File: src/rtl/cpu_pkg.sv
// Shared fetch-path types and sizes: fetch FSM states and the halfword/word
// geometry used to walk a mixed 16/32-bit instruction stream.
package cpu_pkg;

  typedef enum logic [1:0] {
    IDLE  = 2'd0,
    FETCH = 2'd1,
    FLUSH = 2'd2
  } fetch_state_t;

  localparam int          HALF_W     = 16;
  localparam int          WORD_W     = 32;
  localparam logic [31:0] HALF_BYTES = 32'd2;
  localparam logic [31:0] WORD_BYTES = 32'd4;

  // A halfword whose two low bits are 11 opens a 32-bit instruction.
  function automatic logic is_full_width(input logic [HALF_W-1:0] hw);
    return hw[1:0] == 2'b11;
  endfunction

endpackage

File: src/rtl/fetch_aligner.sv
// Halfword alignment for the fetcher: picks the instruction out of the spill
// register and/or the returned word, and computes the follow-on spill and pc.
module fetch_aligner
  import cpu_pkg::*;
(
  input  logic [31:0]       pc,
  input  logic [HALF_W-1:0] spill,
  input  logic              spill_valid,
  input  logic [WORD_W-1:0] word,
  output logic              spill_only,
  output logic [31:0]       spill_instr,
  output logic [31:0]       spill_pc_next,
  output logic [31:0]       fetch_addr,
  output logic              resp_out,
  output logic [31:0]       resp_instr,
  output logic [HALF_W-1:0] resp_spill,
  output logic              resp_spill_valid,
  output logic [31:0]       resp_pc_next
);

  logic        straddle;
  logic [31:0] word_base;

  always_comb begin
    word_base     = {pc[31:2], 2'b00};
    straddle      = pc[1] && spill_valid && is_full_width(spill);
    spill_only    = pc[1] && spill_valid && !is_full_width(spill);
    spill_instr   = {16'h0000, spill};
    spill_pc_next = pc + HALF_BYTES;
    // A straddling instruction already has its low half in spill; only the
    // following word is needed.
    fetch_addr    = straddle ? (word_base + WORD_BYTES) : word_base;

    resp_out         = 1'b1;
    resp_instr       = word;
    resp_spill       = word[31:16];
    resp_spill_valid = 1'b1;
    resp_pc_next     = pc + WORD_BYTES;

    if (!pc[1]) begin
      if (is_full_width(word[15:0])) begin
        resp_spill_valid = 1'b0;
      end else begin
        resp_instr   = {16'h0000, word[15:0]};
        resp_pc_next = pc + HALF_BYTES;
      end
    end else if (spill_valid) begin
      resp_instr = {word[15:0], spill};
    end else begin
      // Landed on an upper halfword after a redirect: just prime the spill.
      resp_out     = 1'b0;
      resp_pc_next = pc;
    end
  end

endmodule

File: src/rtl/fetcher.sv
// Instruction fetcher: one outstanding word read at a time, a halfword spill
// register for compressed/straddling instructions, and a registered output.
module fetcher
  import cpu_pkg::*;
#(
  parameter logic [31:0] RESET_PC = 32'h0000_0000
) (
  input  logic        clk,
  input  logic        reset,
  output logic        mem_valid,
  input  logic        mem_ready,
  output logic [31:0] mem_addr,
  input  logic [31:0] mem_rdata,
  output logic        fetcher_valid,
  input  logic        decoder_ready,
  output logic [31:0] instr,
  output logic [31:0] fetcher_pc,
  input  logic        redirect_valid,
  input  logic [31:0] redirect_pc
);

  fetch_state_t      state_reg, state_next;
  logic [31:0]       pc_reg, pc_next;
  logic [HALF_W-1:0] spill_reg, spill_next;
  logic              spill_valid_reg, spill_valid_next;
  logic              out_valid_reg, out_valid_next;
  logic [31:0]       instr_reg, instr_next;
  logic [31:0]       out_pc_reg, out_pc_next;
  logic [31:0]       mem_addr_reg, mem_addr_next;

  logic              can_start;
  logic              spill_only;
  logic [31:0]       spill_instr;
  logic [31:0]       spill_pc_next;
  logic [31:0]       fetch_addr;
  logic              resp_out;
  logic [31:0]       resp_instr;
  logic [HALF_W-1:0] resp_spill;
  logic              resp_spill_valid;
  logic [31:0]       resp_pc_next;

  fetch_aligner u_aligner (
    .pc               (pc_reg),
    .spill            (spill_reg),
    .spill_valid      (spill_valid_reg),
    .word             (mem_rdata),
    .spill_only       (spill_only),
    .spill_instr      (spill_instr),
    .spill_pc_next    (spill_pc_next),
    .fetch_addr       (fetch_addr),
    .resp_out         (resp_out),
    .resp_instr       (resp_instr),
    .resp_spill       (resp_spill),
    .resp_spill_valid (resp_spill_valid),
    .resp_pc_next     (resp_pc_next)
  );

  always_ff @(posedge clk or posedge reset) begin
    if (reset) begin
      state_reg       <= IDLE;
      pc_reg          <= RESET_PC & ~32'd1;
      spill_reg       <= '0;
      spill_valid_reg <= 1'b0;
      out_valid_reg   <= 1'b0;
      instr_reg       <= '0;
      out_pc_reg      <= '0;
      mem_addr_reg    <= '0;
    end else begin
      state_reg       <= state_next;
      pc_reg          <= pc_next;
      spill_reg       <= spill_next;
      spill_valid_reg <= spill_valid_next;
      out_valid_reg   <= out_valid_next;
      instr_reg       <= instr_next;
      out_pc_reg      <= out_pc_next;
      mem_addr_reg    <= mem_addr_next;
    end
  end

  always_comb begin
    state_next       = state_reg;
    pc_next          = pc_reg;
    spill_next       = spill_reg;
    spill_valid_next = spill_valid_reg;
    out_valid_next   = out_valid_reg && !decoder_ready;
    instr_next       = instr_reg;
    out_pc_next      = out_pc_reg;
    mem_addr_next    = mem_addr_reg;
    can_start        = !out_valid_reg || decoder_ready;

    if (redirect_valid) begin
      pc_next          = redirect_pc & ~32'd1;
      spill_valid_next = 1'b0;
      out_valid_next   = 1'b0;
      // A request completing this very cycle has nothing left to drain.
      if (state_reg != IDLE) begin
        state_next = mem_ready ? IDLE : FLUSH;
      end
    end else begin
      case (state_reg)
        IDLE: begin
          if (can_start) begin
            if (spill_only) begin
              out_valid_next   = 1'b1;
              instr_next       = spill_instr;
              out_pc_next      = pc_reg;
              pc_next          = spill_pc_next;
              spill_valid_next = 1'b0;
            end else begin
              state_next    = FETCH;
              mem_addr_next = fetch_addr;
            end
          end
        end
        FETCH: begin
          if (mem_ready) begin
            state_next       = IDLE;
            pc_next          = resp_pc_next;
            spill_next       = resp_spill;
            spill_valid_next = resp_spill_valid;
            if (resp_out) begin
              out_valid_next = 1'b1;
              instr_next     = resp_instr;
              out_pc_next    = pc_reg;
            end
          end
        end
        FLUSH: begin
          if (mem_ready) begin
            state_next = IDLE;
          end
        end
        default: state_next = IDLE;
      endcase
    end
  end

  assign mem_valid     = (state_reg == FETCH) || (state_reg == FLUSH);
  assign mem_addr      = mem_addr_reg;
  assign fetcher_valid = out_valid_reg;
  assign instr         = instr_reg;
  assign fetcher_pc    = out_pc_reg;

endmodule

File: config.mk
export PLATFORM = sky130hd
export DESIGN_NAME = fetcher
export DESIGN_NICKNAME = d
export VERILOG_FILES = /design/src/rtl/cpu_pkg.sv /design/src/rtl/fetch_aligner.sv /design/src/rtl/fetcher.sv
export SDC_FILE = /design/constraint.sdc
export NUM_CORES = 1
export LEC_CHECK = 0
export ABC_AREA = 1
export CAP_MARGIN = 20
export CORE_ASPECT_RATIO = 0.9
export CORE_MARGIN = 1.5
export CORE_UTILIZATION = 30
export DETAILED_ROUTE_END_ITERATION = 7
export HOLD_SLACK_MARGIN = 0.03
export PLACE_DENSITY_LB_ADDON = 0.25
export SETUP_SLACK_MARGIN = 0.5
export SLEW_MARGIN = 20
export SYNTH_ARGS = -nofsm -noshare
export SYNTH_HDL_FRONTEND = slang
export SYNTH_SLANG_ARGS = --single-unit
File: constraint.sdc
create_clock -name clk -period 6.5 [get_ports clk]
set_input_delay 0.975 -clock clk [delete_from_list [all_inputs] [get_ports clk]]
set_output_delay 0.975 -clock clk [all_outputs]
set_load 0.05 [all_outputs]
==> metrics.md, run 1 <==
| Metric | Value |
|---|---|
| Status | finished, final reports clean |
| Routed WL per cell | 16.3 um |
| Hold Path Origin | instr[20]$_DFFE_PP0P_ |
| Hold Vio Cnt, Final | 0 |
| Synth warn | 0 |
| Synth Instances | 1125 |
| Cell total after placement | 1585 |
| Area of the multi-input gates | 3920 um2 |
| Initial antenna violation count | 0 |
| Placed Area | 9990 um2 |
| Tot Pwr | 6.08 mW |
| Reg2Reg Depth | 11 |
| Crit path top cell by count | inv_2 |
| Post-Syn Area | 8140 um2 |
| Setup_tns | 0 ps |
| Worst Max-Slew Pin Slew | 925 ps |
| Crit path kind | primary input to register |
| Avg Inst Size Synth | 7.23 um2 |
| Maximum clock path buffer count | 2 |
| Remaining Overflow, GRT | 0 |
| Clk_skew | 16.2 ps |
| CP max stage cell | clkdlybuf4s50_1 |
| Height of the die | 159 um |
| Vias | 7769 |
| Final setup violating endpoints | 0 |
| PortBufs | 162 |
| Pins Over Slew Limit | 0 |
| Hold Path End | instr[20]$_DFFE_PP0P_ |
| Placer's final routability congestion estimate | 0.917 |
| Share of the synthesized area in the top cell type | 44.3% |
| Hold-critical path depth | 2 |
| H-tree levels | 4 |
| IO Pins | 167 |
| Hpwl dp | 17900 um |
| Min Clock Period, post-route | 3940 ps |
| DRT iter0 DRCs | 576 |
| Maximum VDD drop | 0.265 mV |
| Tot GR Track Use | 19.2% |
| Largest net degree at the start of global routing | 95 |
| Die W | 177 um |
| Unrepaired setup endpoints after global routing | no |
| WP data arrival | 4280 ps |
| Worst setup EP type | register |
| Layout cells sized above 1 | 6.85% |
| Critical path's largest stage delay | 900 ps |
| Max_cap viols | 0 |
| Part of the Yosys area used for sequential elements | 44.3% |
| Filler cell count | 2744 |
| Final #Nets | 1330 |
| Fin crit share | 60.6% |
| Row count | 56 |
| Post-synthesis register bit count | 144 |
| CTS sink cnt | 144 |
| Clk root buf | clkbuf_16 |
| Worst-path clk slew | 70 ps |
| HP Class | register to register |
| Cell taking the most area after synthesis | dfrtp_1 |
| CTS Hold Bufs | 0 |
| CP cell instances | clkdlybuf4s50_1 > inv_2 > nand3_1 > o21ai_1 > nor2_2 > nand3_2 > inv_2 > o21ai_0 > o22ai_1 |
| First-pass GRT wire length | 42000 um |
| Fmax achieved | 254 MHz |
| Post-DRT Antenna Nets | 0 |
| Post-route DRC | 0 |
| Synth unique cells | 35 |
| Worst EP required | 6840 ps |
| Max reg flops | 32 |
| PD cells | 574 nW/um2 |
| Worst reg-to-reg setup slack | 3040 ps |
| Reg-to-reg endpoint | instr[0]$_DFFE_PP0P_ |
| Initial Util | 30.9% |
| Synth area leaders | dfrtp_1 (44%), nand2_1 (15%), o21ai_0 (7.8%), nor2_1 (5.5%), nand3_1 (5.3%) |
| Antenna fix cells | 0 |
| Final instance area | 10600 um2 |
| FF+latch area | 3600 um2 |
| Pleak | 4.64 nW |
| CTS tree | yes |
| Worst slew margin | 38.3% |
| Area delta synth->final | 30.2% |
| Final Instance Count excl. Fillers | 1618 |
| CTS buffer count | 17 |
| Clk_lat worst skew | 440 ps |
| Die area | 28100 um2 |
| Vias in the first global route | 7516 |
| Core area | 26300 um2 |
| Avg Vias per Cell | 4.80 |
| Post-CTS setup buffer count | 0 |
| R2R Path Start | state_reg[1]$_DFFE_PP0P_ |
| First-pass DRT Iterations | 5 |
| Setup crit start | redirect_valid |
| WL final | 26300 um |
| Startpoint types | primary input |
| Crit path max fanout | 34 |
| Cells resized by post-CTS repair | 0 |
==> synth_stat cells (all sizes together) <==
cell and number:
clkbuf 21, xor2 23, a21oi 47, nand4 1
o31ai 2, nand3b 1, o21a 1, nand3 88
conb 1, nor3 1, o211ai 6, dfrtp 144
o22ai 4, ha 4, nor2 147, a211oi 1
and2 1, o221ai 1, mux2i 1, inv 86
nand2 337, o21ai 149, a22oi 1, a31oi 18
buf 39
==> layout by cell type, fill, tap and decap left out, types with 10 or more instances in the layout <==
master,instances
a31oi_1,18
nand2_1,329
nor2_2,18
nor2_1,119
xor2_1,23
dfrtp_1,144
clkdlybuf4s50_1,162
o21ai_0,126
o21ai_1,22
inv_1,79
a21oi_1,47
nor2_4,10
clkbuf_16,17
nand3_1,86
==> power breakdown <==
group	switching (mW)	total (mW)	internal (mW)	leakage, nW
sequential	0.350	1.69	1.33	1.77
combinational	2.34	3.39	1.05	2.58
clock	0.461	1.01	0.548	0.287
total	3.15	6.08	2.93	4.64
==> area by class of cell <==
type	instances	share of cell area, %
Inverter	86	3.09
Multi-Input combinational cell	837	37.0
Tap cell	348	4.11
Sequential cell	144	34.0
Clock buffer	17	4.02
Timing Repair Buffer	171	16.2
Clock inverter	15	1.57
==> per-layer routing <==
layer / wire length, um / GRT usage, % / share of wire [%]
met4: 322 / 4.28 / 1.2
met2: 11700 / 29.7 / 45
met1: 13000 / 27.6 / 49
met5: 0 / 0 / 0
met3: 1320 / 3.70 / 5.0
==> per-stage QoR <==
stage | hold slack [ps] | worst slack, ps | utilization (%)
floorplan | 452 | 1660 | -
global placement | 464 | 1860 | 37.8
detailed placement | 471 | 1820 | 37.9
CTS | 489 | 2270 | 40.2
global route | 498 | 2250 | 40.2
finish | 485 | 2560 | 40.2
==> critical path: cells and delay by family <==
family | cells | cell delay [ps]
buffers and inverters | 3 | 2000
and+or+nand+nor | 3 | 830
AOI/OAI and AO/OA | 3 | 460
==> worst max-delay path by stage <==
stage	depth (start not counted)	endpoint
finish	9	pc_reg[3]$_DFFE_PP0P_
CTS	8	instr[0]$_DFFE_PP0P_
global placement	8	instr[14]$_DFFE_PP0P_
global route	9	pc_reg[8]$_DFFE_PP0P_
detailed placement	8	instr[0]$_DFFE_PP0P_
floorplan	1	fetcher_pc[10]$_DFFE_PP0P_
==> cell families after synthesis <==
| family | share of synthesized area [%] |
|---|---|
| AO/OA/AOI/OAI | 14.9 |
| buffers and inverters | 7.69 |
| adder cells (fa/ha/maj) | 0.615 |
| flip-flops | 44.3 |
| multiplexers | 0.123 |
| AND/OR/NAND/NOR | 29.8 |
| XOR/XNOR | 2.48 |
| other | 0.0461 |
Note: power is estimated with default switching activity, not from simulation.
==> run 2, diff against run 1 <==
- clock period: 6.5 -> 3.29 ns (I/O delays scaled with it)
==> metrics.md, run 2 (synthesized netlist as in run 1, its figures left out) <==
| Metric | Value |
|---|---|
| Status | finished, final reports clean |
| Pleak | 4.65 nW (+0.34%) |
| Pins Over Slew Limit | 0 (unchanged) |
| Maximum clock path buffer count | 2 (unchanged) |
| Psw | 6.19 mW (+96%) |
| Maximum VDD drop | 0.492 mV (+86%) |
| Clk_skew | 13.9 ps (-2.38 ps) |
| Final setup violating endpoints | 0 (unchanged) |
| Fin crit share | 77.1% |
| CTS sink cnt | 144 (unchanged) |
| Post-CTS setup buffer count | 0 (unchanged) |
| Post-DRT Antenna Nets | 0 (unchanged) |
| Worst slew margin | 55.5% (+17 points) |
| First-pass GRT wire length | 42000 um (+0.18%) |
| Tot Pwr | 12.0 mW (+97%) |
| Hold Vio Cnt, Final | 0 (unchanged) |
| Routed WL per cell | 16.3 um (about the same) |
| Flop pwr share | 27.8% (about the same) |
| Core area | 26300 um2 (unchanged) |
| PD cells | 1130 nW/um2 (+96%) |
| Cell total after placement | 1595 (+0.63%) |
| Worst-path clk slew | 70 ps (about the same) |
| Pre-CTS setup slack | 761 ps (-1060 ps) |
| Cells resized by post-CTS repair | 0 (unchanged) |
| Largest net degree at the start of global routing | 61 (-36%) |
| Die W | 177 um (unchanged) |
| Setup crit start | pc_reg[1]$_DFFE_PP0P_ |
| WL final | 26500 um (+0.60%) |
| Crit path max fanout | 34 (unchanged) |
| Tot GR Track Use | 19.1% (-0.14 points) |
| Worst EP required | 3640 ps (-3200 ps) |
| Placer's final routability congestion estimate | 0.904 (-1.5%) |
| Vias in the first global route | 7555 (+0.52%) |
| Commonest non-fill, non-tap cell in the layout | nand2_1 |
| Antenna fix cells | 0 (unchanged) |
| Fmax achieved | 394 MHz |
| Clk_lat worst skew | 430 ps (about the same) |
| Layout cells sized above 1 | 7.43% (+0.58 points) |
| Crit path kind | register to register |
| WP data arrival | 2880 ps (-1400 ps) |
| Internal power | 5.80 mW (+98%) |
| Proportion of power drawn by combinational gates | 56.3% (+0.6 points) |
| Post-route DRC | 0 (unchanged) |
| Sw frac | 51.6% (-0.23 points) |
| Highest-count cells in the layout ignoring fill and taps | nand2_1 (329), clkdlybuf4s50_1 (162), dfrtp_1 (144) |
| Final Instance Count excl. Fillers | 1627 (+0.56%) |
| CTS tree | yes |
| Unrepaired setup endpoints after global routing | no |
| Height of the die | 159 um (unchanged) |
| Worst setup EP type | register |
| First-pass DRT Iterations | 5 (unchanged) |
| Min Clock Period, post-route | 2540 ps |
| Util after Layout | 40.4% (+0.18 points) |
| Power share of the clock group | 15.9% (-0.7 points) |
| Initial Util | 30.9% (unchanged) |
| Setup_tns | 0 ps (unchanged) |
| Max reg flops | 32 (unchanged) |
| Row count | 56 (unchanged) |
| Vias | 7913 (+1.9%) |
| H-tree levels | 4 (unchanged) |
| PnR worst setup slack | 754 ps (-1800 ps) |
| Clk root buf | clkbuf_16 |
| Avg Vias per Cell | 4.86 (+1.3%) |
| CTS buffer count | 17 (unchanged) |
| Die area | 28100 um2 (unchanged) |
| Final #Nets | 1339 (+0.68%) |
| Area delta synth->final | 30.8% |
| DRT iter0 DRCs | 628 (+9.0%) |
| Hpwl dp | 18500 um (+3.3%) |
| Remaining Overflow, GRT | 0 (unchanged) |
| CTS Hold Bufs | 0 (unchanged) |
| R2R Path Start | pc_reg[1]$_DFFE_PP0P_ |
| Max_cap viols | 0 (unchanged) |
| Reg-to-reg endpoint | pc_reg[10]$_DFFE_PP0P_ |
| PortBufs | 162 (unchanged) |
| Initial antenna violation count | 0 (unchanged) |
| Worst reg-to-reg setup slack | 750 ps (-2290 ps) |
| Reg2Reg Depth | 8 (-3) |
| IO Pins | 167 (unchanged) |
| HP Class | primary input to async pin |
| Startpoint types | register |
| Worst Max-Slew Pin Slew | 666 ps (-259 ps) |
==> run 2: cell count changes in the layout (fill, tap and decap cells not counted), moves of 3 or more <==
cell and delta:
buf_12 +3, buf_4 +8, clkinvlp_4 +4, inv_8 -4
==> run 2: how the worst max path moves through the flow <==
stage | end | cells past startpoint
CTS | pc_reg[10]$_DFFE_PP0P_ | 8
global placement | mem_addr[13]$_DFFE_PP0P_ | 10
global route | mem_addr[13]$_DFFE_PP0P_ | 10
detailed placement | pc_reg[10]$_DFFE_PP0P_ | 8
floorplan | fetcher_pc[10]$_DFFE_PP0P_ | 1
finish | pc_reg[10]$_DFFE_PP0P_ | 8
==> run 2: stage by stage <==
step,instance area [um2],hold WS [ps]
after floorplan,8150,452
after global placement,10100,466
after detailed placement,10100,474
after CTS,10600,463
after global routing,10600,514
final,10600,467
==> run 2: routing by layer <==
layer  global-route usage (%)  vias up  share of wire (%)
met5                        0        -                  0
li1                         -     3916                  -
met1                     27.5     3735                 49
met2                     29.0      235                 44
met3                     4.06       27                5.5
met4                     4.31        0                1.4
==> run 2: power by group through the flow <==
stage / clock network [mW] / logic [mW] / registers [mW]
floorplan: 0 / 2.91 / 5.03
CTS: 1.95 / 6.79 / 3.33
finish: 1.90 / 6.75 / 3.33
global placement: 0 / 6.70 / 3.34
detailed placement: 0 / 6.76 / 3.35
global route: 2.03 / 7.35 / 3.46
==> run 2: area by class of cell <==
class                           instances  area [um2]
Timing Repair Buffer                  180        1790
Clock inverter                         14         133
Tap cell                              348         435
Inverter                               86         327
Clock buffer                           18         429
Multi-Input combinational cell        837        3920
Sequential cell                       144        3600
Fill cell                            2796       15700
==> run 2: critical path, stage by stage (launching register included) <==
cell,delay [ps]
dfrtp_1,450
nand2_1,310
inv_2,430
nand2_2,140
nand3_2,130
nand3_2,100
inv_2,500
o21ai_0,210
o22ai_1,170
==> run 3, diff against run 2 <==
- clock period: 3.29 -> 2.5 ns (I/O delays scaled with it)
==> metrics.md, run 3 (synthesized netlist as in run 1, its figures left out) <==
| Metric | Value |
|---|---|
| Vias in the first global route | 7494 (-0.81%) |
| Post-DRT Antenna Nets | 0 (unchanged) |
| Pre-CTS setup slack | 277 ps (-484 ps) |
| Vias | 7881 (-0.40%) |
| Fin crit share | 79.1% |
| Layout cells sized above 1 | 9.75% (+2.3 points) |
| Initial antenna violation count | 0 (unchanged) |
| Startpoint types | register |
| Die area | 28100 um2 (unchanged) |
| First-pass GRT wire length | 42200 um (+0.41%) |
| Die W | 177 um (unchanged) |
| Routed WL per cell | 16.2 um (-0.16%) |
| CP max stage cell | dfrtp_1 |
| CTS sink cnt | 144 (unchanged) |
| Hpwl dp | 18500 um (about the same) |
| Maximum VDD drop | 0.729 mV (+48%) |
| Crit path max fanout | 2 (-94%) |
| H-tree levels | 4 (unchanged) |
| Row count | 56 (unchanged) |
| WL final | 26600 um (+0.64%) |
| Clk root buf | clkbuf_16 |
| Initial Util | 30.9% (unchanged) |
| Status | finished, final reports clean |
| HP Class | primary input to async pin |
| Tot GR Track Use | 19.2% (+0.13 points) |
| IO Pins | 167 (unchanged) |
| Tot Pwr | 16.3 mW (+36%) |
| Avg Vias per Cell | 4.81 (-1.2%) |
| Post-route DRC | 0 (unchanged) |
| Unrepaired setup endpoints after global routing | yes |
| First-pass DRT Iterations | 5 (unchanged) |
| Clk_lat worst skew | 430 ps (about the same) |
| CP cell instances | inv_1 > ha_4 > clkdlybuf4s18_2 |
| Worst Max-Slew Pin Slew | 693 ps (+26.8 ps) |
| DRT iter0 DRCs | 558 (-11%) |
| PortBufs | 162 (unchanged) |
| Antenna fix cells | 0 (unchanged) |
| Max_cap viols | 0 (unchanged) |
| Highest-count cells in the layout ignoring fill and taps | nand2_1 (326), dfrtp_1 (141), o21ai_0 (125) |
| Worst-path clk slew | 60 ps (about the same) |
| Crit path kind | register to output port |
| Final instance area | 11100 um2 (+4.0%) |
| Hold Vio Cnt, Final | 0 (unchanged) |
| Max reg flops | 32 (unchanged) |
| Placer's final routability congestion estimate | 0.914 (+1.1%) |
| PnR worst setup slack | 523 ps (-232 ps) |
| Core area | 26300 um2 (unchanged) |
| Area delta synth->final | 36.0% |
| Worst slew margin | 53.8% (-1.7 points) |
| Cell total after placement | 1603 (+0.50%) |
| Setup_tns | 0 ps (unchanged) |
| Final setup violating endpoints | 0 (unchanged) |
| WP data arrival | 1600 ps (-1280 ps) |
| Pleak | 5.52 nW (+19%) |
| Min Clock Period, post-route | 1980 ps |
| Placed Area | 10200 um2 (+0.84%) |
| Final #Nets | 1353 (+1.0%) |
| Height of the die | 159 um (unchanged) |
| Clk_skew | 12.9 ps (-0.970 ps) |
| Remaining Overflow, GRT | 0 (unchanged) |
| Fmax achieved | 506 MHz |
| Critical path's largest stage delay | 400 ps (-100 ps) |
| Maximum clock path buffer count | 2 (unchanged) |
| PD cells | 1470 nW/um2 (+30%) |
| Worst setup EP type | output port |
| Worst EP required | 2120 ps (-1520 ps) |
| Pins Over Slew Limit | 0 (unchanged) |
| Final Instance Count excl. Fillers | 1640 (+0.80%) |
| CTS buffer count | 17 (unchanged) |
| CTS tree | yes |
| Commonest non-fill, non-tap cell in the layout | nand2_1 |
| Largest net degree at the start of global routing | 93 (+52%) |
-- run 3: through the flow --
stage / hold slack (ps) / utilization [%]
after floorplan: 452 / -
after global placement: 466 / 38.6
after detailed placement: 471 / 38.6
after CTS: 471 / 40.9
after global routing: 496 / 42.0
final: 401 / 42.0
-- run 3: final timing paths --
kind,from,endpoint,slack (ps),cells after the start
min in group clk,fetcher_pc[22]$_DFFE_PP0P_,fetcher_pc[22]$_DFFE_PP0P_,480,2
min reg2reg,fetcher_pc[22]$_DFFE_PP0P_,fetcher_pc[22]$_DFFE_PP0P_,480,2
min,reset,pc_reg[1]$_DFFE_PP0P_,400,3
max,state_reg[0]$_DFFE_PP0P_,mem_valid,520,3
max in group asynchronous,reset,spill_reg[0]$_DFFE_PP0P_,1490,3
max reg2reg,pc_reg[3]$_DFFE_PP0P_,mem_addr[18]$_DFFE_PP0P_,560,8
-- run 3: final cells by class --
class	count	area, um2
clock inverters	13	201
well taps	348	435
clock buffers	18	439
multi-input cells	838	4010
inverters	86	327
flip-flops and latches	144	3610
fillers	2730	15300
repair buffers	193	2050
-- run 3: timing repair --
| action | in CTS | in global routing |
|---|---|---|
| endpoints found under the setup margin | 111 | 154 |
| pin swaps | 0 | 6 |
| gates resized for setup | 37 | 82 |
| cloned | 0 | 1 |
| endpoints found under the hold margin | 0 | 0 |
| hold buffers | 0 | 0 |
| setup buffers | 0 | 5 |
-- run 3: critical path: cells and delay by family, from the launching register on --
family / cells / cell delay [ps]
buffers and inverters: 2 / 480
adder cells (fa/ha/maj): 1 / 290
flip-flops: 1 / 400
-- run 3: where the power goes --
group | switching, mW | internal (mW) | leakage, nW | total [mW]
sequential | 0.906 | 3.47 | 1.77 | 4.38
combinational | 6.20 | 2.83 | 3.45 | 9.03
clock | 1.12 | 1.72 | 0.308 | 2.84
total | 8.23 | 8.03 | 5.52 | 16.3
-- run 3: routing by layer --
metal / track usage [%] / part of all wire, % / up-vias
met5: 0 / 0 / -
met4: 5.78 / 1.7 / 0
met3: 3.37 / 5.8 / 27
met2: 28.0 / 44 / 256
met1: 28.6 / 49 / 3655
li1: - / - / 3943
